===== config.mk =====
export PLATFORM = sky130hd
export DESIGN_NAME = bp_be_stride_detector_flat
export DESIGN_NICKNAME = d
export VERILOG_FILES = /design/src/rtl/bp_be_pkg.sv /design/src/rtl/bp_be_stride_detector_if.sv /design/src/rtl/bp_be_stride_pf_issuer.sv /design/src/rtl/bp_be_stride_detector.sv /design/src/flat_wrapper.sv
export SDC_FILE = /design/constraint.sdc
export NUM_CORES = 1
export LEC_CHECK = 0
export BUFFER_PORTS_ARGS = -buffer_cell sky130_fd_sc_hd__buf_2
export CAP_MARGIN = 20
export CORE_MARGIN = 1.5
export CORE_UTILIZATION = 35
export CTS_CLUSTER_DIAMETER = 50
export DETAILED_ROUTE_END_ITERATION = 8
export SETUP_SLACK_MARGIN = 0.1
export SLEW_MARGIN = 20
export SYNTH_ARGS = -nofsm -noshare
export SYNTH_HDL_FRONTEND = slang
export SYNTH_SLANG_ARGS = --single-unit

===== constraint.sdc =====
create_clock -name clk_i -period 4.35 [get_ports clk_i]
set_input_delay 0.87 -clock clk_i [delete_from_list [all_inputs] [get_ports clk_i]]
set_output_delay 0.87 -clock clk_i [all_outputs]
set_load 0.01 [all_outputs]

===== src/rtl/bp_be_pkg.sv =====
// Shared types for the backend stride detector: configuration, FSM states, widths.
package bp_be_pkg;

    typedef enum logic [0:0] {
        e_bp_default_cfg
    } bp_params_e;

    typedef enum logic [2:0] {
        e_sd_idle,
        e_sd_train,
        e_sd_discover,
        e_sd_wait_iter,
        e_sd_issue
    } bp_be_stride_state_e;

    localparam int sd_conf_width_gp = 4;

    function automatic int bp_vaddr_width(bp_params_e cfg);
        case (cfg)
            e_bp_default_cfg: return 39;
            default:          return 39;
        endcase
    endfunction

endpackage


===== src/rtl/bp_be_stride_detector_if.sv =====
// Load-training, loop-discovery, iteration-estimate and prefetch signals of the stride detector.
// master = the detector (discovery initiator), slave = its surroundings.
interface bp_be_stride_detector_if #(
    parameter int vaddr_width_p = 39,
    parameter int iter_width_p  = 8
);
    logic                     ld_v_i;
    logic [vaddr_width_p-1:0] ld_pc_i;
    logic [vaddr_width_p-1:0] ld_vaddr_i;
    logic                     start_discovery_o;
    logic                     confirm_discovery_o;
    logic [vaddr_width_p-1:0] striding_pc_o;
    logic [iter_width_p-1:0]  remaining_iterations_i;
    logic                     iter_v_i;
    logic                     iter_yumi_o;
    logic [vaddr_width_p-1:0] pf_vaddr_o;
    logic                     pf_v_o;
    logic                     pf_ready_and_i;

    modport master (
        input  ld_v_i, ld_pc_i, ld_vaddr_i, remaining_iterations_i, iter_v_i, pf_ready_and_i,
        output start_discovery_o, confirm_discovery_o, striding_pc_o, iter_yumi_o,
               pf_vaddr_o, pf_v_o
    );

    modport slave (
        output ld_v_i, ld_pc_i, ld_vaddr_i, remaining_iterations_i, iter_v_i, pf_ready_and_i,
        input  start_discovery_o, confirm_discovery_o, striding_pc_o, iter_yumi_o,
               pf_vaddr_o, pf_v_o
    );

endinterface


===== src/rtl/bp_be_stride_pf_issuer.sv =====
// Prefetch address generator: loads base/stride/count, streams addresses over valid/ready, flags the last.
module bp_be_stride_pf_issuer #(
    parameter int vaddr_width_p = 39,
    parameter int cnt_width_p   = 4
) (
    input  logic                     clk_i,
    input  logic                     reset_i,
    input  logic                     load_i,
    input  logic [vaddr_width_p-1:0] base_i,
    input  logic [vaddr_width_p-1:0] stride_i,
    input  logic [cnt_width_p-1:0]   count_i,
    input  logic                     ready_i,
    output logic                     v_o,
    output logic [vaddr_width_p-1:0] vaddr_o,
    output logic                     done_o
);

    localparam logic [cnt_width_p-1:0] cnt_one_lp = cnt_width_p'(1);

    logic [cnt_width_p-1:0]   cnt_q, cnt_d;
    logic [vaddr_width_p-1:0] addr_q, addr_d;
    logic [vaddr_width_p-1:0] stride_q, stride_d;
    logic                     accept;

    assign v_o     = (cnt_q != '0);
    assign vaddr_o = addr_q;
    assign accept  = v_o & ready_i;
    assign done_o  = accept & (cnt_q == cnt_one_lp);

    always_comb begin
        cnt_d    = cnt_q;
        addr_d   = addr_q;
        stride_d = stride_q;
        if (load_i) begin
            cnt_d    = count_i;
            addr_d   = base_i;
            stride_d = stride_i;
        end else if (accept) begin
            cnt_d  = cnt_q - cnt_one_lp;
            addr_d = addr_q + stride_q;
        end
    end

    always_ff @(posedge clk_i) begin
        if (reset_i) begin
            cnt_q    <= '0;
            addr_q   <= '0;
            stride_q <= '0;
        end else begin
            cnt_q    <= cnt_d;
            addr_q   <= addr_d;
            stride_q <= stride_d;
        end
    end

endmodule


===== src/rtl/bp_be_stride_detector.sv =====
// Backend striding-load detector: trains on committed loads, drives loop discovery, issues prefetches.
// Optional BP_BE_STRIDE_DETECTOR_STATS_EN adds saturating prefetch/retrain counters.
module bp_be_stride_detector
    import bp_be_pkg::*;
#(
    parameter bp_params_e bp_params_p = e_bp_default_cfg,
    parameter int confirm_thresh_p    = 3,
    parameter int pf_depth_p          = 8,
    parameter int timeout_p           = 256,
    parameter int iter_width_p        = 8
) (
    input  logic                        clk_i,
    input  logic                        reset_i,
    bp_be_stride_detector_if.master     io
`ifdef BP_BE_STRIDE_DETECTOR_STATS_EN
    ,
    output logic [31:0]                 pf_issued_o,
    output logic [15:0]                 retrain_o
`endif
);

    localparam int vaddr_width_p  = bp_vaddr_width(bp_params_p);
    localparam int cnt_width_lp   = $clog2(pf_depth_p + 1);
    localparam int timer_width_lp = $clog2(timeout_p + 1);

    localparam logic [sd_conf_width_gp-1:0] conf_thresh_lp = sd_conf_width_gp'(confirm_thresh_p);
    localparam logic [timer_width_lp-1:0]   timer_last_lp  = timer_width_lp'(timeout_p - 1);

    bp_be_stride_state_e state_q, state_d;
    logic [vaddr_width_p-1:0]    pc_q, pc_d;
    logic [vaddr_width_p-1:0]    last_addr_q, last_addr_d;
    logic [vaddr_width_p-1:0]    stride_q, stride_d;
    logic [sd_conf_width_gp-1:0] conf_q, conf_d;
    logic [timer_width_lp-1:0]   timer_q, timer_d;
    logic                        start_q, start_d;
    logic                        confirm_q, confirm_d;

    logic                        hit;
    logic [vaddr_width_p-1:0]    stride_n;
    logic                        stride_match;
    logic [sd_conf_width_gp-1:0] conf_inc;
    logic                        iter_hs;
    logic [cnt_width_lp-1:0]     pf_cnt_n;
    logic                        pf_load;
    logic                        pf_v;
    logic                        pf_done;
    logic [vaddr_width_p-1:0]    pf_vaddr;

    assign hit          = io.ld_v_i & (io.ld_pc_i == pc_q);
    assign stride_n     = io.ld_vaddr_i - last_addr_q;
    assign stride_match = (stride_n == stride_q) && (stride_q != '0);
    assign conf_inc     = conf_q + 1'b1;
    assign iter_hs      = (state_q == e_sd_wait_iter) & io.iter_v_i;
    assign pf_cnt_n     = (int'(io.remaining_iterations_i) < pf_depth_p)
                        ? cnt_width_lp'(io.remaining_iterations_i)
                        : cnt_width_lp'(pf_depth_p);
    assign pf_load      = iter_hs & (pf_cnt_n != '0);

    assign io.iter_yumi_o         = iter_hs;
    assign io.start_discovery_o   = start_q;
    assign io.confirm_discovery_o = confirm_q;
    assign io.striding_pc_o       = pc_q;
    assign io.pf_v_o              = pf_v;
    assign io.pf_vaddr_o          = pf_vaddr;

    bp_be_stride_pf_issuer #(
        .vaddr_width_p(vaddr_width_p),
        .cnt_width_p  (cnt_width_lp)
    ) issuer (
        .clk_i   (clk_i),
        .reset_i (reset_i),
        .load_i  (pf_load),
        .base_i  (last_addr_q + stride_q),
        .stride_i(stride_q),
        .count_i (pf_cnt_n),
        .ready_i (io.pf_ready_and_i),
        .v_o     (pf_v),
        .vaddr_o (pf_vaddr),
        .done_o  (pf_done)
    );

    always_comb begin
        state_d     = state_q;
        pc_d        = pc_q;
        last_addr_d = last_addr_q;
        stride_d    = stride_q;
        conf_d      = conf_q;
        timer_d     = timer_q;
        start_d     = 1'b0;
        confirm_d   = 1'b0;
        case (state_q)
            e_sd_idle: begin
                if (io.ld_v_i) begin
                    pc_d        = io.ld_pc_i;
                    last_addr_d = io.ld_vaddr_i;
                    stride_d    = '0;
                    conf_d      = '0;
                    timer_d     = '0;
                    state_d     = e_sd_train;
                end
            end
            e_sd_train, e_sd_discover: begin
                if (hit) begin
                    last_addr_d = io.ld_vaddr_i;
                    timer_d     = '0;
                    if (stride_match) begin
                        if (state_q == e_sd_train) begin
                            conf_d  = sd_conf_width_gp'(1);
                            start_d = 1'b1;
                            state_d = e_sd_discover;
                        end else begin
                            conf_d = conf_inc;
                            if (conf_inc == conf_thresh_lp) begin
                                confirm_d = 1'b1;
                                state_d   = e_sd_wait_iter;
                            end
                        end
                    end else begin
                        stride_d = stride_n;
                        conf_d   = '0;
                        state_d  = e_sd_train;
                    end
                end else if (timer_q == timer_last_lp) begin
                    state_d = e_sd_idle;
                end else begin
                    timer_d = timer_q + 1'b1;
                end
            end
            e_sd_wait_iter: begin
                if (io.iter_v_i) begin
                    if (pf_cnt_n == '0) begin
                        conf_d  = '0;
                        timer_d = '0;
                        state_d = e_sd_train;
                    end else begin
                        state_d = e_sd_issue;
                    end
                end
            end
            e_sd_issue: begin
                if (pf_done) begin
                    conf_d  = '0;
                    timer_d = '0;
                    state_d = e_sd_train;
                end
            end
            default: state_d = e_sd_idle;
        endcase
    end

    always_ff @(posedge clk_i) begin
        if (reset_i) begin
            state_q     <= e_sd_idle;
            pc_q        <= '0;
            last_addr_q <= '0;
            stride_q    <= '0;
            conf_q      <= '0;
            timer_q     <= '0;
            start_q     <= 1'b0;
            confirm_q   <= 1'b0;
        end else begin
            state_q     <= state_d;
            pc_q        <= pc_d;
            last_addr_q <= last_addr_d;
            stride_q    <= stride_d;
            conf_q      <= conf_d;
            timer_q     <= timer_d;
            start_q     <= start_d;
            confirm_q   <= confirm_d;
        end
    end

`ifdef BP_BE_STRIDE_DETECTOR_STATS_EN
    logic [31:0] pf_issued_q;
    logic [15:0] retrain_q;
    logic        retrain_evt;

    assign retrain_evt = (state_q == e_sd_discover) & hit & ~stride_match;
    assign pf_issued_o = pf_issued_q;
    assign retrain_o   = retrain_q;

    // Both counters stick at all-ones rather than wrapping
    always_ff @(posedge clk_i) begin
        if (reset_i) begin
            pf_issued_q <= '0;
            retrain_q   <= '0;
        end else begin
            if (pf_v & io.pf_ready_and_i & (pf_issued_q != '1))
                pf_issued_q <= pf_issued_q + 1'b1;
            if (retrain_evt & (retrain_q != '1))
                retrain_q <= retrain_q + 1'b1;
        end
    end
`endif

endmodule

===== src/flat_wrapper.sv =====
// flat-port wrapper written by rule: the top's interface ports become plain ports
module bp_be_stride_detector_flat import bp_be_pkg::*;
#(
    parameter bp_params_e bp_params_p = e_bp_default_cfg,
    parameter int confirm_thresh_p    = 3,
    parameter int pf_depth_p          = 8,
    parameter int timeout_p           = 256,
    parameter int iter_width_p        = 8
)
  (clk_i, reset_i, io_ld_v_i, io_ld_pc_i, io_ld_vaddr_i, io_remaining_iterations_i, io_iter_v_i, io_pf_ready_and_i, io_start_discovery_o, io_confirm_discovery_o, io_striding_pc_o, io_iter_yumi_o, io_pf_vaddr_o, io_pf_v_o);
  bp_be_stride_detector_if #(.iter_width_p(iter_width_p)) io_i ();
  input  logic clk_i;
  input  logic reset_i;
  input wire logic [$bits(io_i.ld_v_i)-1:0] io_ld_v_i;
  input wire logic [$bits(io_i.ld_pc_i)-1:0] io_ld_pc_i;
  input wire logic [$bits(io_i.ld_vaddr_i)-1:0] io_ld_vaddr_i;
  input wire logic [$bits(io_i.remaining_iterations_i)-1:0] io_remaining_iterations_i;
  input wire logic [$bits(io_i.iter_v_i)-1:0] io_iter_v_i;
  input wire logic [$bits(io_i.pf_ready_and_i)-1:0] io_pf_ready_and_i;
  output wire logic [$bits(io_i.start_discovery_o)-1:0] io_start_discovery_o;
  output wire logic [$bits(io_i.confirm_discovery_o)-1:0] io_confirm_discovery_o;
  output wire logic [$bits(io_i.striding_pc_o)-1:0] io_striding_pc_o;
  output wire logic [$bits(io_i.iter_yumi_o)-1:0] io_iter_yumi_o;
  output wire logic [$bits(io_i.pf_vaddr_o)-1:0] io_pf_vaddr_o;
  output wire logic [$bits(io_i.pf_v_o)-1:0] io_pf_v_o;
  assign io_i.ld_v_i = io_ld_v_i;
  assign io_i.ld_pc_i = io_ld_pc_i;
  assign io_i.ld_vaddr_i = io_ld_vaddr_i;
  assign io_i.remaining_iterations_i = io_remaining_iterations_i;
  assign io_i.iter_v_i = io_iter_v_i;
  assign io_i.pf_ready_and_i = io_pf_ready_and_i;
  assign io_start_discovery_o = io_i.start_discovery_o;
  assign io_confirm_discovery_o = io_i.confirm_discovery_o;
  assign io_striding_pc_o = io_i.striding_pc_o;
  assign io_iter_yumi_o = io_i.iter_yumi_o;
  assign io_pf_vaddr_o = io_i.pf_vaddr_o;
  assign io_pf_v_o = io_i.pf_v_o;
  bp_be_stride_detector #(.bp_params_p(bp_params_p), .confirm_thresh_p(confirm_thresh_p), .pf_depth_p(pf_depth_p), .timeout_p(timeout_p), .iter_width_p(iter_width_p)) u_core (.clk_i(clk_i), .reset_i(reset_i), .io(io_i));
endmodule

==> report_table.html, run 1 <==
<table>
<tr><th>Metric</th><th>Value</th></tr>
<tr><th colspan="2">Outcome</th></tr>
<tr><td>Result of the run</td><td>completed</td></tr>
<tr><th colspan="2">Clocking</th></tr>
<tr><td>Clock latency at the later pin of the worst-skew pair</td><td>~0.54 ns</td></tr>
<tr><td>Clock tree from TritonCTS</td><td>done</td></tr>
<tr><td>Clock Sink Count</td><td>217</td></tr>
<tr><td>Clock Path Buffers</td><td>3</td></tr>
<tr><td>Clock tree root driver cell</td><td>sky130_fd_sc_hd__clkbuf_16</td></tr>
<tr><td>Total number of H-tree levels</td><td>2</td></tr>
<tr><td>Setup bufs post-CTS</td><td>0</td></tr>
<tr><td>Clock transition at the registers of the reported paths</td><td>0.06 ns</td></tr>
<tr><td>CTS buffer count</td><td>35</td></tr>
<tr><th colspan="2">Worst setup path</th></tr>
<tr><td>Buffers &amp; Inverters on Critical Path</td><td>4</td></tr>
<tr><td>Sequence of cells on the critical path</td><td>buf_4 -&gt; inv_12 -&gt; ha_4 -&gt; fa_2 -&gt; nor2b_4 -&gt; o21a_4 -&gt; o221a_4 -&gt; a21boi_2 -&gt; xnor3_1 -&gt; or4_1 -&gt; a2111o_1 -&gt; nor4_2 -&gt; buf_4 -&gt; and4b_1 -&gt; and4_4 -&gt; buf_6 -&gt; nand2_1 -&gt; o31ai_2</td></tr>
<tr><td>Cells on worst reg2reg path</td><td>16</td></tr>
<tr><td>Setup CP Type</td><td>in2reg</td></tr>
<tr><td>Launching instance or port of the critical path</td><td>io_ld_vaddr_i[0]</td></tr>
<tr><td>Critical Path AT</td><td>4.65 ns</td></tr>
<tr><td>Critical path data required time</td><td>approximately 4.8 ns</td></tr>
<tr><td>Maximum cell stage delay along the critical path</td><td>0.54 ns</td></tr>
<tr><td>Critical path's slowest cell</td><td>sky130_fd_sc_hd__or4_1</td></tr>
<tr><td>Crit start category</td><td>input port</td></tr>
<tr><td>Worst-path fanout max</td><td>6</td></tr>
<tr><td>Kind of end point of the critical path</td><td>flip-flop</td></tr>
<tr><td>Cell occurring most often along the worst timing path</td><td>sky130_fd_sc_hd__buf_4</td></tr>
<tr><td>Internal reg-to-reg setup slack</td><td>0.18 ns</td></tr>
<tr><td>Destination of the critical timing path</td><td>u_core.conf_q[1]$_SDFFE_PP0P_</td></tr>
<tr><td>CP delay by family, top</td><td>simple AND/OR/NAND/NOR gates</td></tr>
<tr><td>Critical R2R Capture</td><td>u_core.conf_q[1]$_SDFFE_PP0P_</td></tr>
<tr><td>Critical path depth</td><td>18</td></tr>
<tr><td>Worst r2r src</td><td>u_core.last_addr_q[1]$_SDFFE_PP0P_</td></tr>
<tr><th colspan="2">Cells and area</th></tr>
<tr><td>Layout cells sized above 1</td><td>21.73%</td></tr>
<tr><td>Fraction of the core area covered by cells at the end of the flow</td><td>45.49%</td></tr>
<tr><td>Net count of the finished layout</td><td>2807</td></tr>
<tr><td>Area growth syn-to-layout</td><td>27.62%</td></tr>
<tr><td>Diode count</td><td>0</td></tr>
<tr><th colspan="2">Pwr</th></tr>
<tr><td>Pint</td><td>0.005586 W</td></tr>
<tr><td>Power per cell area</td><td>about 430 nW/um2</td></tr>
<tr><td>Switching Share</td><td>39.14%</td></tr>
<tr><td>Lkg Pwr</td><td>9.122 nW</td></tr>
<tr><td>Proportion of power drawn by combinational gates</td><td>around 44%</td></tr>
<tr><td>Proportion of power drawn by the clock network</td><td>a little under a third</td></tr>
<tr><td>Share of power burned in registers</td><td>between 20% and 30%</td></tr>
<tr><td>Worst VDD drop</td><td>0.3339 mV</td></tr>
<tr><td>Switching power</td><td>0.003593 W</td></tr>
<tr><th colspan="2">Detailed routing</th></tr>
<tr><td>Violation count after the first detailed-route iteration</td><td>1312</td></tr>
<tr><td>DR pass1 iterations</td><td>6</td></tr>
<tr><td>Sum of routed wire length over all layers</td><td>around 60000 um</td></tr>
<tr><td>Detailed-route DRC error count</td><td>0</td></tr>
<tr><td>Vias post-DR</td><td>17610</td></tr>
<tr><td>Wire length per cell after detailed routing</td><td>18.52 um</td></tr>
<tr><td>Routed Antenna Nets</td><td>0</td></tr>
<tr><td>Post-detailed-route via-to-cell ratio</td><td>between 5 and 6</td></tr>
<tr><th colspan="2">STA</th></tr>
<tr><td>Fin. max-slew vios</td><td>0</td></tr>
<tr><td>Period utilisation layout</td><td>96.74%</td></tr>
<tr><td>Relative max-transition margin</td><td>a little under two fifths</td></tr>
<tr><td>Shortest clock period the worst path allows after layout</td><td>between 4 and 5 ns</td></tr>
<tr><td>Maximum clock frequency</td><td>237.6 MHz</td></tr>
<tr><td>Final Setup Violations</td><td>0</td></tr>
<tr><td>Setup TNS after final layout</td><td>0 ns</td></tr>
<tr><td>Endpoints failing hold</td><td>0</td></tr>
<tr><td>RSZ-0062 raised after global routing</td><td>yes</td></tr>
<tr><td>Transition time at the pin with the least slew margin</td><td>0.9217 ns</td></tr>
<tr><td>Largest clock skew in the final design</td><td>0.02331 ns</td></tr>
<tr><th colspan="2">Floorplan</th></tr>
<tr><td>Die Outline Area</td><td>48940 um2</td></tr>
<tr><td>Core area</td><td>approximately 47000 um2</td></tr>
<tr><td>Initial Util</td><td>about 36%</td></tr>
<tr><td>Die height</td><td>221.2 um</td></tr>
<tr><td>Horizontal die dimension</td><td>221.2 um</td></tr>
<tr><td>Row count</td><td>approximately 80</td></tr>
<tr><td>I/O Pins</td><td>approximately 170</td></tr>
<tr><th colspan="2">Synth</th></tr>
<tr><td>Share of the yosys chip area belonging to registers</td><td>26.06%</td></tr>
<tr><td>Post-synthesis async set-or-reset flop share</td><td>0%</td></tr>
<tr><td>Post-synthesis instance total</td><td>2223</td></tr>
<tr><td>Count of flip-flops with a built-in enable after synthesis</td><td>0</td></tr>
<tr><td>Register bit count reported by yosys</td><td>217</td></tr>
<tr><td>Synth Flop Type</td><td>sky130_fd_sc_hd__dfxtp_1</td></tr>
<tr><td>Number of unique standard cell types used by synthesis</td><td>82</td></tr>
<tr><td>Synthesized area divided by synthesized cell count</td><td>7.498 um2</td></tr>
<tr><td>Syn_nets</td><td>2438</td></tr>
<tr><td>Synthesized area</td><td>roughly 17000 um2</td></tr>
<tr><td>Yosys warns</td><td>0</td></tr>
<tr><th colspan="2">Run</th></tr>
<tr><td>Number of max-cap violations</td><td>0</td></tr>
<tr><th colspan="2">Global route</th></tr>
<tr><td>Global route overflow</td><td>0</td></tr>
<tr><td>Wire length of the first global-routing pass</td><td>a little over 90000 um</td></tr>
<tr><td>Antenna violations before repair</td><td>2</td></tr>
<tr><td>Global-route usage over all layers</td><td>23.78%</td></tr>
<tr><td>Number of global-route vias before repair</td><td>16510</td></tr>
<tr><td>Maximum number of pins on one net before global-route repair</td><td>approximately 110</td></tr>
<tr><th colspan="2">Placement</th></tr>
<tr><td>Placed wire-length estimate after detailed placement</td><td>47380 um</td></tr>
<tr><td>I/O Buffers</td><td>roughly 170</td></tr>
<tr><td>Final weighted congestion of routability-driven global placement</td><td>around 0.94</td></tr>
<tr><th colspan="2">Hold path</th></tr>
<tr><td>Worst hold path class</td><td>reg2reg</td></tr>
<tr><td>Hold path startpoint</td><td>u_core.issuer.stride_q[15]$_SDFFE_PP0P_</td></tr>
</table>
## power by group through the flow
| stage | logic [W] | registers [W] | clock network, W |
|---|---|---|---|
| 2_1_floorplan | 0.00225 | 0.00236 | 0 |
| 3_3_place_gp | 0.00391 | 0.00236 | 0 |
| 3_5_place_dp | 0.00393 | 0.00237 | 0 |
| 4_1_cts | 0.00396 | 0.00233 | 0.00287 |
| 5_1_grt | 0.00438 | 0.00236 | 0.00296 |
| 6_report | 0.00403 | 0.00234 | 0.00281 |
## tightest hold or removal path: stages (launching register included)
cell and delay, ns:
sky130_fd_sc_hd__dfxtp_1 0.31, sky130_fd_sc_hd__nand2_1 0.05, sky130_fd_sc_hd__a21oi_1 0.05
## timing repair
action | CTS | global route
endpoints found under the setup margin | 33 | 46
hold buffers | 0 | 0
gates resized for setup | 2 | 24
pin swaps | 0 | 4
## layout by cell type (no fill, tap or decap), types with 21 or more instances in the layout
master,instances
sky130_fd_sc_hd__xor2_1,47
sky130_fd_sc_hd__nor3_1,44
sky130_fd_sc_hd__nor4_1,21
sky130_fd_sc_hd__nand2b_1,22
sky130_fd_sc_hd__nand2_1,390
sky130_fd_sc_hd__ha_1,117
sky130_fd_sc_hd__nor2_1,137
sky130_fd_sc_hd__nand3_1,32
sky130_fd_sc_hd__clkbuf_16,35
sky130_fd_sc_hd__o211ai_1,21
sky130_fd_sc_hd__buf_2,170
sky130_fd_sc_hd__nand4_1,45
sky130_fd_sc_hd__o21a_1,25
sky130_fd_sc_hd__o21ai_1,32
sky130_fd_sc_hd__a21oi_1,267
sky130_fd_sc_hd__a211oi_1,52
sky130_fd_sc_hd__buf_4,263
sky130_fd_sc_hd__dfxtp_1,215
sky130_fd_sc_hd__inv_1,86
sky130_fd_sc_hd__xnor2_1,116
sky130_fd_sc_hd__o21ai_0,77
sky130_fd_sc_hd__a21o_1,44
sky130_fd_sc_hd__a31oi_1,21
## kinds of logic (layout without fill, tap and decap cells)
family,count (synthesis),count (layout),share of synthesized area (%)
AOI/OAI and AO/OA,695,695,26.69
xor gates and xnor gates,179,179,10.58
adders and majority gates,124,124,9.444
buffers and inverters,194,589,4.527
DFF,217,217,26.06
muxes,8,8,0.4955
and+or+nand+nor,806,806,22.19
## stage by stage
step                      total power, W  setup WS (ns)  hold WS [ns]  instances  area [um2]
after global routing            0.009701        0.05911        0.4869       3225       21270
after global placement          0.006273        -0.4612        0.4531       3162       20030
after detailed placement        0.006303        -0.5028        0.4543       3162       20030
after CTS                       0.009162         0.1145        0.4640       3225       21190
final                           0.009179         0.1418        0.4592       3225       21270
after floorplan                 0.004615        0.07970        0.4400       2223       16760
## metal layers
layer | vias up | part of all wire [%] | track usage (%)
met4 | 4 | 2.7 | 7.542
li1 | 8780 | - | -
met2 | 486 | 43 | 36.52
met5 | - | 0.049 | 0
met3 | 99 | 6.1 | 3.784
met1 | 8241 | 48 | 33.86
## worst min-delay path by stage
stage                     cells past startpoint                                      end  slack, ns
final                                         2  u_core.issuer.stride_q[15]$_SDFFE_PP0P_       0.46
after global routing                          2  u_core.issuer.stride_q[34]$_SDFFE_PP0P_       0.49
after CTS                                     2  u_core.issuer.stride_q[15]$_SDFFE_PP0P_       0.46
after detailed placement                      2  u_core.issuer.stride_q[36]$_SDFFE_PP0P_       0.45
after global placement                        2  u_core.issuer.stride_q[36]$_SDFFE_PP0P_       0.45
after floorplan                               2   u_core.issuer.stride_q[0]$_SDFFE_PP0P_       0.44
## state kept, by name (all words and copies together), names as in the netlist, 3 cells and up
register and count:
u_core.state_q 3, u_core.stride_q 39, u_core.issuer.stride_q 39, u_core.issuer.vaddr_o 39, u_core.issuer.cnt_q 4, u_core.last_addr_q 39
u_core.timer_q 9, u_core.conf_q 4, u_core.io.striding_pc_o 39
## Yosys cell counts, types with 7 or more instances
cell type / n / area (um2)
sky130_fd_sc_hd__and2_1: 11 / 68.82
sky130_fd_sc_hd__o2111ai_1: 8 / 70.07
sky130_fd_sc_hd__a221oi_1: 9 / 78.83
sky130_fd_sc_hd__a31oi_1: 21 / 131.4
sky130_fd_sc_hd__nand2b_1: 22 / 137.6
sky130_fd_sc_hd__nor3_1: 44 / 220.2
sky130_fd_sc_hd__nand4_1: 45 / 281.5
sky130_fd_sc_hd__nand3_1: 32 / 160.2
sky130_fd_sc_hd__o21ai_0: 80 / 400.4
sky130_fd_sc_hd__a21oi_1: 267 / 1336
sky130_fd_sc_hd__ha_1: 121 / 1514
sky130_fd_sc_hd__or3_1: 18 / 112.6
sky130_fd_sc_hd__and3_1: 12 / 75.07
sky130_fd_sc_hd__inv_1: 87 / 326.6
sky130_fd_sc_hd__a22o_1: 8 / 70.07
sky130_fd_sc_hd__o21bai_1: 15 / 112.6
sky130_fd_sc_hd__xor2_1: 49 / 429.2
sky130_fd_sc_hd__xnor2_1: 116 / 1016
sky130_fd_sc_hd__a311oi_1: 9 / 78.83
sky130_fd_sc_hd__or4_1: 7 / 52.55
sky130_fd_sc_hd__o31a_1: 7 / 61.31
sky130_fd_sc_hd__a21boi_0: 8 / 60.06
sky130_fd_sc_hd__clkbuf_1: 92 / 345.3
sky130_fd_sc_hd__nor2b_1: 14 / 87.58
sky130_fd_sc_hd__nand2_1: 392 / 1471
sky130_fd_sc_hd__o31ai_1: 10 / 75.07
sky130_fd_sc_hd__a211o_1: 10 / 87.58
sky130_fd_sc_hd__a2111oi_0: 8 / 70.07
sky130_fd_sc_hd__o21ai_2: 9 / 78.83
sky130_fd_sc_hd__nor2_1: 142 / 533.0
sky130_fd_sc_hd__or2_2: 12 / 75.07
sky130_fd_sc_hd__a211oi_1: 53 / 397.9
sky130_fd_sc_hd__o211ai_1: 21 / 157.7
sky130_fd_sc_hd__dfxtp_1: 217 / 4344
sky130_fd_sc_hd__o21a_1: 25 / 187.7
sky130_fd_sc_hd__xnor3_1: 11 / 247.7
sky130_fd_sc_hd__buf_1: 8 / 30.03
sky130_fd_sc_hd__o21ai_1: 29 / 145.1
sky130_fd_sc_hd__nor4_1: 21 / 131.4
sky130_fd_sc_hd__a21o_1: 45 / 337.8
## cell type report
| type | instances | area (um2) |
|---|---|---|
| multi-input cells | 1812 | 11730 |
| well taps | 607 | 759.5 |
| clock inverters | 23 | 261.5 |
| inverters | 87 | 339.1 |
| repair buffers | 439 | 2928 |
| fillers | 4625 | 25480 |
| flip-flops and latches | 217 | 4347 |
| clock buffers | 40 | 904.6 |
(Power assumes the default switching activity.)
==> inputs of run 2 (changes only) <==
Settings changed: CORE_UTILIZATION 35 to 23.
==> run 2 against run 1 <==
Routed wire length decreased by 0.80%. Total power decreased by 0.59%. Flip-flop and latch count unchanged. First-iteration DRC count decreased by 2.5%. Critical path type unchanged. Largest cell class unchanged. Highest routed layer unchanged.
==> report_table.html, run 2 (synthesis gave the netlist of run 1 again) <==
<table>
<tr><th>Metric</th><th>Value</th></tr>
<tr><th colspan="2">Outcome</th></tr>
<tr><td>Result of the run</td><td>completed</td></tr>
<tr><th colspan="2">Pwr</th></tr>
<tr><td>Lkg Pwr</td><td>a little over 9 nW</td></tr>
<tr><td>Worst VDD drop</td><td>approximately 0.3 mV</td></tr>
<tr><td>Power per cell area</td><td>417.1 nW/um2</td></tr>
<tr><th colspan="2">Worst setup path</th></tr>
<tr><td>Kind of end point of the critical path</td><td>flip-flop</td></tr>
<tr><td>Crit start category</td><td>input port</td></tr>
<tr><td>Cells on worst reg2reg path</td><td>18</td></tr>
<tr><td>Critical Path AT</td><td>about 4.6 ns</td></tr>
<tr><td>Sequence of cells on the critical path</td><td>buf_2 -&gt; ha_4 -&gt; buf_4 -&gt; nor2b_4 -&gt; o21a_4 -&gt; o221a_4 -&gt; o41ai_4 -&gt; buf_6 -&gt; xnor3_1 -&gt; a2111oi_1 -&gt; o21ai_1 -&gt; nor4_4 -&gt; buf_4 -&gt; and4b_1 -&gt; and4_4 -&gt; or2b_4 -&gt; clkbuf_16 -&gt; o21ai_1</td></tr>
<tr><td>Critical R2R Capture</td><td>u_core.stride_q[1]$_SDFFE_PP0P_</td></tr>
<tr><td>Internal reg-to-reg setup slack</td><td>roughly 0.28 ns</td></tr>
<tr><td>Worst-path fanout max</td><td>8</td></tr>
<tr><td>Critical path data required time</td><td>4.82 ns</td></tr>
<tr><td>Critical path's slowest cell</td><td>sky130_fd_sc_hd__a2111oi_1</td></tr>
<tr><td>Buffers &amp; Inverters on Critical Path</td><td>5</td></tr>
<tr><td>Setup CP Type</td><td>in2reg</td></tr>
<tr><td>Maximum cell stage delay along the critical path</td><td>0.35 ns</td></tr>
<tr><td>CP delay by family, top</td><td>compound AO/OA/AOI/OAI gates</td></tr>
<tr><td>Worst r2r src</td><td>u_core.last_addr_q[2]$_SDFFE_PP0P_</td></tr>
<tr><th colspan="2">Detailed routing</th></tr>
<tr><td>Violation count after the first detailed-route iteration</td><td>1279</td></tr>
<tr><td>Detailed-route DRC error count</td><td>0</td></tr>
<tr><td>Post-detailed-route via-to-cell ratio</td><td>slightly below 5</td></tr>
<tr><td>Routed Antenna Nets</td><td>0</td></tr>
<tr><td>DR pass1 iterations</td><td>5</td></tr>
<tr><td>Sum of routed wire length over all layers</td><td>59260 um</td></tr>
<tr><td>Wire length per cell after detailed routing</td><td>16.57 um</td></tr>
<tr><td>Vias post-DR</td><td>17330</td></tr>
<tr><th colspan="2">Clocking</th></tr>
<tr><td>Total number of H-tree levels</td><td>1</td></tr>
<tr><td>Clock Sink Count</td><td>217</td></tr>
<tr><td>Clock Path Buffers</td><td>3</td></tr>
<tr><td>Clock latency at the later pin of the worst-skew pair</td><td>around 0.58 ns</td></tr>
<tr><td>Clock tree root driver cell</td><td>sky130_fd_sc_hd__clkbuf_16</td></tr>
<tr><td>Hold bufs inserted after CTS</td><td>0</td></tr>
<tr><td>Clock tree from TritonCTS</td><td>done</td></tr>
<tr><td>Clock transition at the registers of the reported paths</td><td>0.06 ns</td></tr>
<tr><td>CTS buffer count</td><td>30</td></tr>
<tr><th colspan="2">Hold path</th></tr>
<tr><td>Cell depth of the worst hold path</td><td>2</td></tr>
<tr><td>Worst hold path class</td><td>reg2reg</td></tr>
<tr><td>Hold path startpoint</td><td>u_core.issuer.stride_q[29]$_SDFFE_PP0P_</td></tr>
<tr><td>WHS Endpoint</td><td>u_core.issuer.stride_q[29]$_SDFFE_PP0P_</td></tr>
<tr><th colspan="2">STA</th></tr>
<tr><td>RSZ-0062 raised after global routing</td><td>yes</td></tr>
<tr><td>Fin. max-slew vios</td><td>0</td></tr>
<tr><td>Maximum clock frequency</td><td>243.0 MHz</td></tr>
<tr><td>Relative max-transition margin</td><td>39.67%</td></tr>
<tr><td>Period utilisation layout</td><td>94.61%</td></tr>
<tr><td>Shortest clock period the worst path allows after layout</td><td>4.116 ns</td></tr>
<tr><td>Final Setup Violations</td><td>0</td></tr>
<tr><td>Largest clock skew in the final design</td><td>around 0.029 ns</td></tr>
<tr><td>Endpoints failing hold</td><td>0</td></tr>
<tr><td>Final hold slack</td><td>0.4594 ns</td></tr>
<tr><td>Transition time at the pin with the least slew margin</td><td>0.9018 ns</td></tr>
<tr><th colspan="2">Global route</th></tr>
<tr><td>Global route overflow</td><td>0</td></tr>
<tr><td>Global-route usage over all layers</td><td>15.21%</td></tr>
<tr><td>Wire length of the first global-routing pass</td><td>91000 um</td></tr>
<tr><td>Antenna violations before repair</td><td>13</td></tr>
<tr><td>Maximum number of pins on one net before global-route repair</td><td>77</td></tr>
<tr><td>Number of global-route vias before repair</td><td>between 15000 and 20000</td></tr>
<tr><th colspan="2">Cells and area</th></tr>
<tr><td>Finished Cell Area</td><td>21870 um2</td></tr>
<tr><td>Most frequent cells in the layout</td><td>389 x sky130_fd_sc_hd__nand2_1, 273 x sky130_fd_sc_hd__buf_4, 264 x sky130_fd_sc_hd__a21oi_1</td></tr>
<tr><td>Area growth syn-to-layout</td><td>31.24%</td></tr>
<tr><td>Most common cell after layout, fill and taps aside</td><td>sky130_fd_sc_hd__nand2_1</td></tr>
<tr><td>Layout cells sized above 1</td><td>22.63%</td></tr>
<tr><td>Net count of the finished layout</td><td>2816</td></tr>
<tr><td>Total of fill cells in the finished design</td><td>between 7000 and 8000</td></tr>
<tr><th colspan="2">Run</th></tr>
<tr><td>Number of max-cap violations</td><td>0</td></tr>
<tr><th colspan="2">Placement</th></tr>
<tr><td>Cell area after placement</td><td>around 21000 um2</td></tr>
<tr><td>Final weighted congestion of routability-driven global placement</td><td>0.9694</td></tr>
<tr><td>Placed wire-length estimate after detailed placement</td><td>47420 um</td></tr>
<tr><td>I/O Buffers</td><td>172</td></tr>
<tr><th colspan="2">Floorplan</th></tr>
<tr><td>I/O Pins</td><td>173</td></tr>
<tr><td>Die height</td><td>between 200 and 300 um</td></tr>
<tr><td>Horizontal die dimension</td><td>272.2 um</td></tr>
<tr><td>Initial Util</td><td>between 20% and 30%</td></tr>
<tr><td>Core area</td><td>71610 um2</td></tr>
<tr><td>Row count</td><td>98</td></tr>
<tr><td>Die Outline Area</td><td>74090 um2</td></tr>
</table>
==> run 2: cell types whose count changed in the layout (fill, tap and decap cells not counted), sizes merged <==
cell	delta
diode	+2
buf	+13
bufinv	+2
clkinvlp	-1
clkbuf	+2
clkinv	-5
inv	-4
==> run 2: cell type report <==
class                           instances  area, um2  area share [%]
Tap cell                              950       1189           5.434
Multi-Input combinational cell       1812      11810           53.99
Antenna cell                            2      5.005         0.02288
Sequential cell                       217       4354           19.91
Clock inverter                         15      244.0           1.115
Timing Repair Buffer                  453       3070           14.04
Inverter                               87      339.1           1.550
Clock buffer                           41      863.3           3.947
==> run 2: worst max path at each step <==
stage	startpoint	endpoint	slack, ns	cells past startpoint
detailed placement	io_ld_vaddr_i[2]	u_core.stride_q[3]$_SDFFE_PP0P_	-0.44	17
floorplan	io_ld_vaddr_i[0]	u_core.stride_q[0]$_SDFFE_PP0P_	0.08	17
global placement	io_ld_vaddr_i[2]	u_core.stride_q[3]$_SDFFE_PP0P_	-0.40	17
CTS	u_core.last_addr_q[2]$_SDFFE_PP0P_	u_core.stride_q[3]$_SDFFE_PP0P_	0.12	17
global route	u_core.last_addr_q[8]$_SDFFE_PP0P_	u_core.conf_q[0]$_SDFFE_PP0P_	0.09	16
finish	io_ld_vaddr_i[2]	u_core.stride_q[1]$_SDFFE_PP0P_	0.23	18
==> run 2: per-layer routing <==
layer	wire [um]	up-vias	track usage, %
met5	113	-	0
met4	1224	22	3.787
met3	3240	94	2.539
met2	26790	412	24.75
met1	27900	8025	20.76
li1	-	8776	-
==> run 2: power by group <==
group / switching [W] / internal (W) / total, W
Combinational: 0.00231 / 0.00177 / 0.00408
Sequential: 0.000174 / 0.00216 / 0.00234
Clock: 0.00100 / 0.00170 / 0.00271
Total: 0.00349 / 0.00563 / 0.00912
==> run 2: per-stage QoR <==
stage	total power, W	setup TNS, ns	instances	setup WS [ns]	util [%]
global placement	0.006324	-16.71	3515	-0.4003	28.69
finish	0.009124	0	3577	0.2345	30.55
detailed placement	0.006331	-17.82	3515	-0.4359	28.69
floorplan	0.004615	0	2223	0.07970	-
global route	0.009636	0	3577	0.09331	30.55
CTS	0.009080	0	3571	0.1152	30.23
==> run 2: worst reg2reg max path: cells and delay by family (launching register included) <==
| kind | cells | cell delay [ns] |
|---|---|---|
| buf+inv | 5 | 0.71 |
| simple gates | 5 | 0.97 |
| fa+ha+maj | 1 | 0.21 |
| xor+xnor | 1 | 0.29 |
| compound gates | 6 | 1.43 |
| flops | 1 | 0.36 |
==> run 2: timing repair <==
action / in CTS / in global routing
endpoints found under the setup margin: 0 / 47
resized for setup: 0 / 50
buffers inserted: 0 / 3
==> inputs of run 3 (changes only) <==
Settings changed: CTS_BUF_LIST set to sky130_fd_sc_hd__clkbuf_4 sky130_fd_sc_hd__clkbuf_8.
==> run 3 against run 2 <==
Total power is 4.1% lower. Cell count grew 0.42%. Non-clock buffer count decreased by 1. Critical path depth unchanged. First-iteration DRC count is 14% lower. Worst hold slack is essentially flat. Die area did not move. Maximum frequency up 0.24%.
==> report_table.html, run 3 (synthesis gave the netlist of run 1 again) <==
<table>
<tr><th>Metric</th><th>Value</th></tr>
<tr><th colspan="2">Cells and area</th></tr>
<tr><td>Most common cell after layout, fill and taps aside</td><td>sky130_fd_sc_hd__nand2_1</td></tr>
<tr><td>Net count of the finished layout</td><td>2827</td></tr>
<tr><td>Area of the multi-input gates</td><td>11780 um2</td></tr>
<tr><td>Area growth syn-to-layout</td><td>29.91%</td></tr>
<tr><td>Layout cells sized above 1</td><td>22.80%</td></tr>
<tr><td>Total of fill cells in the finished design</td><td>7777</td></tr>
<tr><td>Most frequent cells in the layout</td><td>389 x sky130_fd_sc_hd__nand2_1, 274 x sky130_fd_sc_hd__buf_4, 265 x sky130_fd_sc_hd__a21oi_1</td></tr>
<tr><td>Flip-flop and latch area</td><td>4347 um2</td></tr>
<tr><th colspan="2">STA</th></tr>
<tr><td>Shortest clock period the worst path allows after layout</td><td>between 4 and 5 ns</td></tr>
<tr><td>Fin. max-slew vios</td><td>0</td></tr>
<tr><td>Worst-case setup margin in the final layout</td><td>0.2443 ns</td></tr>
<tr><td>Largest clock skew in the final design</td><td>0.01551 ns</td></tr>
<tr><td>Period utilisation layout</td><td>94.38%</td></tr>
<tr><td>Final hold slack</td><td>approximately 0.46 ns</td></tr>
<tr><td>Setup TNS after final layout</td><td>0 ns</td></tr>
<tr><td>Transition time at the pin with the least slew margin</td><td>0.8940 ns</td></tr>
<tr><td>Relative max-transition margin</td><td>40.19%</td></tr>
<tr><td>RSZ-0062 raised after global routing</td><td>yes</td></tr>
<tr><td>Endpoints failing hold</td><td>0</td></tr>
<tr><td>Maximum clock frequency</td><td>243.6 MHz</td></tr>
<tr><td>Final Setup Violations</td><td>0</td></tr>
<tr><th colspan="2">Global route</th></tr>
<tr><td>Antenna violations before repair</td><td>13</td></tr>
<tr><td>Global-route usage over all layers</td><td>15.33%</td></tr>
<tr><td>Maximum number of pins on one net before global-route repair</td><td>77</td></tr>
<tr><td>Number of global-route vias before repair</td><td>16300</td></tr>
<tr><td>Wire length of the first global-routing pass</td><td>91320 um</td></tr>
<tr><td>Global route overflow</td><td>0</td></tr>
<tr><th colspan="2">Worst setup path</th></tr>
<tr><td>Critical path data required time</td><td>4.82 ns</td></tr>
<tr><td>Crit start category</td><td>input port</td></tr>
<tr><td>Worst-path fanout max</td><td>16</td></tr>
<tr><td>Critical Path AT</td><td>4.57 ns</td></tr>
<tr><td>Kind of end point of the critical path</td><td>flip-flop</td></tr>
<tr><td>Setup CP Type</td><td>in2reg</td></tr>
<tr><th colspan="2">Clocking</th></tr>
<tr><td>Clock Sink Count</td><td>217</td></tr>
<tr><td>CTS buffer count</td><td>42</td></tr>
<tr><td>Clock tree from TritonCTS</td><td>done</td></tr>
<tr><td>Clock Path Buffers</td><td>3</td></tr>
<tr><td>Clock transition at the registers of the reported paths</td><td>0.06 ns</td></tr>
<tr><td>Clock tree root driver cell</td><td>sky130_fd_sc_hd__clkbuf_8</td></tr>
<tr><td>Clock latency at the later pin of the worst-skew pair</td><td>0.59 ns</td></tr>
<tr><td>Total number of H-tree levels</td><td>2</td></tr>
<tr><th colspan="2">Run</th></tr>
<tr><td>Number of max-cap violations</td><td>0</td></tr>
<tr><th colspan="2">Floorplan</th></tr>
<tr><td>I/O Pins</td><td>173</td></tr>
<tr><td>Die height</td><td>~270 um</td></tr>
<tr><td>Core area</td><td>71610 um2</td></tr>
<tr><td>Horizontal die dimension</td><td>272.2 um</td></tr>
<tr><td>Initial Util</td><td>23.28%</td></tr>
<tr><td>Die Outline Area</td><td>approximately 74000 um2</td></tr>
<tr><td>Row count</td><td>98</td></tr>
<tr><th colspan="2">Placement</th></tr>
<tr><td>I/O Buffers</td><td>172</td></tr>
<tr><td>Post-place setup slack</td><td>-0.4359 ns</td></tr>
<tr><td>Final weighted congestion of routability-driven global placement</td><td>0.9694</td></tr>
<tr><td>Placed wire-length estimate after detailed placement</td><td>47420 um</td></tr>
<tr><th colspan="2">Detailed routing</th></tr>
<tr><td>Wire length per cell after detailed routing</td><td>16.43 um</td></tr>
<tr><td>Violation count after the first detailed-route iteration</td><td>1106</td></tr>
<tr><td>Vias post-DR</td><td>17260</td></tr>
<tr><td>Detailed-route DRC error count</td><td>0</td></tr>
<tr><td>Sum of routed wire length over all layers</td><td>59030 um</td></tr>
<tr><td>Routed Antenna Nets</td><td>0</td></tr>
<tr><td>Post-detailed-route via-to-cell ratio</td><td>4.804</td></tr>
<tr><td>DR pass1 iterations</td><td>5</td></tr>
<tr><th colspan="2">Pwr</th></tr>
<tr><td>Power per cell area</td><td>~400 nW/um2</td></tr>
<tr><td>Worst VDD drop</td><td>0.1712 mV</td></tr>
<tr><td>Lkg Pwr</td><td>9.145 nW</td></tr>
<tr><th colspan="2">Hold path</th></tr>
<tr><td>Worst hold path class</td><td>reg2reg</td></tr>
<tr><th colspan="2">Outcome</th></tr>
<tr><td>Result of the run</td><td>completed</td></tr>
</table>
run 3: per-layer routing:
metal | track usage (%) | part of all wire (%)
met3 | 2.821 | 5.5
met4 | 4.561 | 2.2
met1 | 20.67 | 47
met5 | 0 | 0.21
met2 | 24.74 | 45
run 3: worst paths after layout:
kind / slack, ns / start / to / depth (start not counted)
max: 0.24 / io_ld_vaddr_i[2] / u_core.stride_q[3]$_SDFFE_PP0P_ / 18
max reg2reg: 0.26 / u_core.last_addr_q[2]$_SDFFE_PP0P_ / u_core.stride_q[3]$_SDFFE_PP0P_ / 18
min: 0.46 / u_core.issuer.stride_q[29]$_SDFFE_PP0P_ / u_core.issuer.stride_q[29]$_SDFFE_PP0P_ / 2
min reg2reg: 0.46 / u_core.issuer.stride_q[29]$_SDFFE_PP0P_ / u_core.issuer.stride_q[29]$_SDFFE_PP0P_ / 2
run 3: final cells by class:
class / count / share of cell area [%]
timing repair buffer: 452 / 14.02
antenna: 2 / 0.02311
clock buffer: 59 / 3.519
inverter: 87 / 1.566
multi-input combinational: 1812 / 54.40
tap: 950 / 5.490
clock inverter: 13 / 0.9073
sequential: 217 / 20.08
run 3: repair_timing:
action                     in CTS  in global routing
setup endpoints to repair       0                 47
setup buffers                   0                  3
resized for setup               0                 34
hold buffers                    0                  0
run 3: per-stage QoR:
stage | instances | power (W) | area [um2] | utilization (%)
finish | 3592 | 0.008747 | 21650 | 30.24
global route | 3592 | 0.009272 | 21650 | 30.24
CTS | 3587 | 0.008730 | 21500 | 30.03
detailed placement | 3515 | 0.006331 | 20540 | 28.69
global placement | 3515 | 0.006324 | 20540 | 28.69
floorplan | 2223 | 0.004615 | 16760 | -
run 3: power breakdown:
group	total [W]	internal (W)	switching, W
combinational	0.00406	0.00176	0.00230
sequential	0.00234	0.00216	0.000174
clock	0.00235	0.00142	0.000928
total	0.00875	0.00535	0.00340
run 3: critical path, cell delays in order:
cell                        delay [ns]
sky130_fd_sc_hd__buf_2            0.12
sky130_fd_sc_hd__ha_4             0.24
sky130_fd_sc_hd__buf_4            0.14
sky130_fd_sc_hd__nor2b_2          0.16
sky130_fd_sc_hd__o21a_4           0.20
sky130_fd_sc_hd__o221a_4          0.29
sky130_fd_sc_hd__o41ai_4          0.34
sky130_fd_sc_hd__buf_6            0.19
sky130_fd_sc_hd__xnor3_1          0.29
sky130_fd_sc_hd__a2111oi_1        0.34
sky130_fd_sc_hd__o21ai_1          0.18
sky130_fd_sc_hd__nor4_4           0.24
sky130_fd_sc_hd__buf_4            0.16
sky130_fd_sc_hd__and4b_1          0.19
sky130_fd_sc_hd__and4_4           0.22
sky130_fd_sc_hd__or2b_4           0.16
sky130_fd_sc_hd__buf_12           0.15
sky130_fd_sc_hd__o21ai_1          0.06
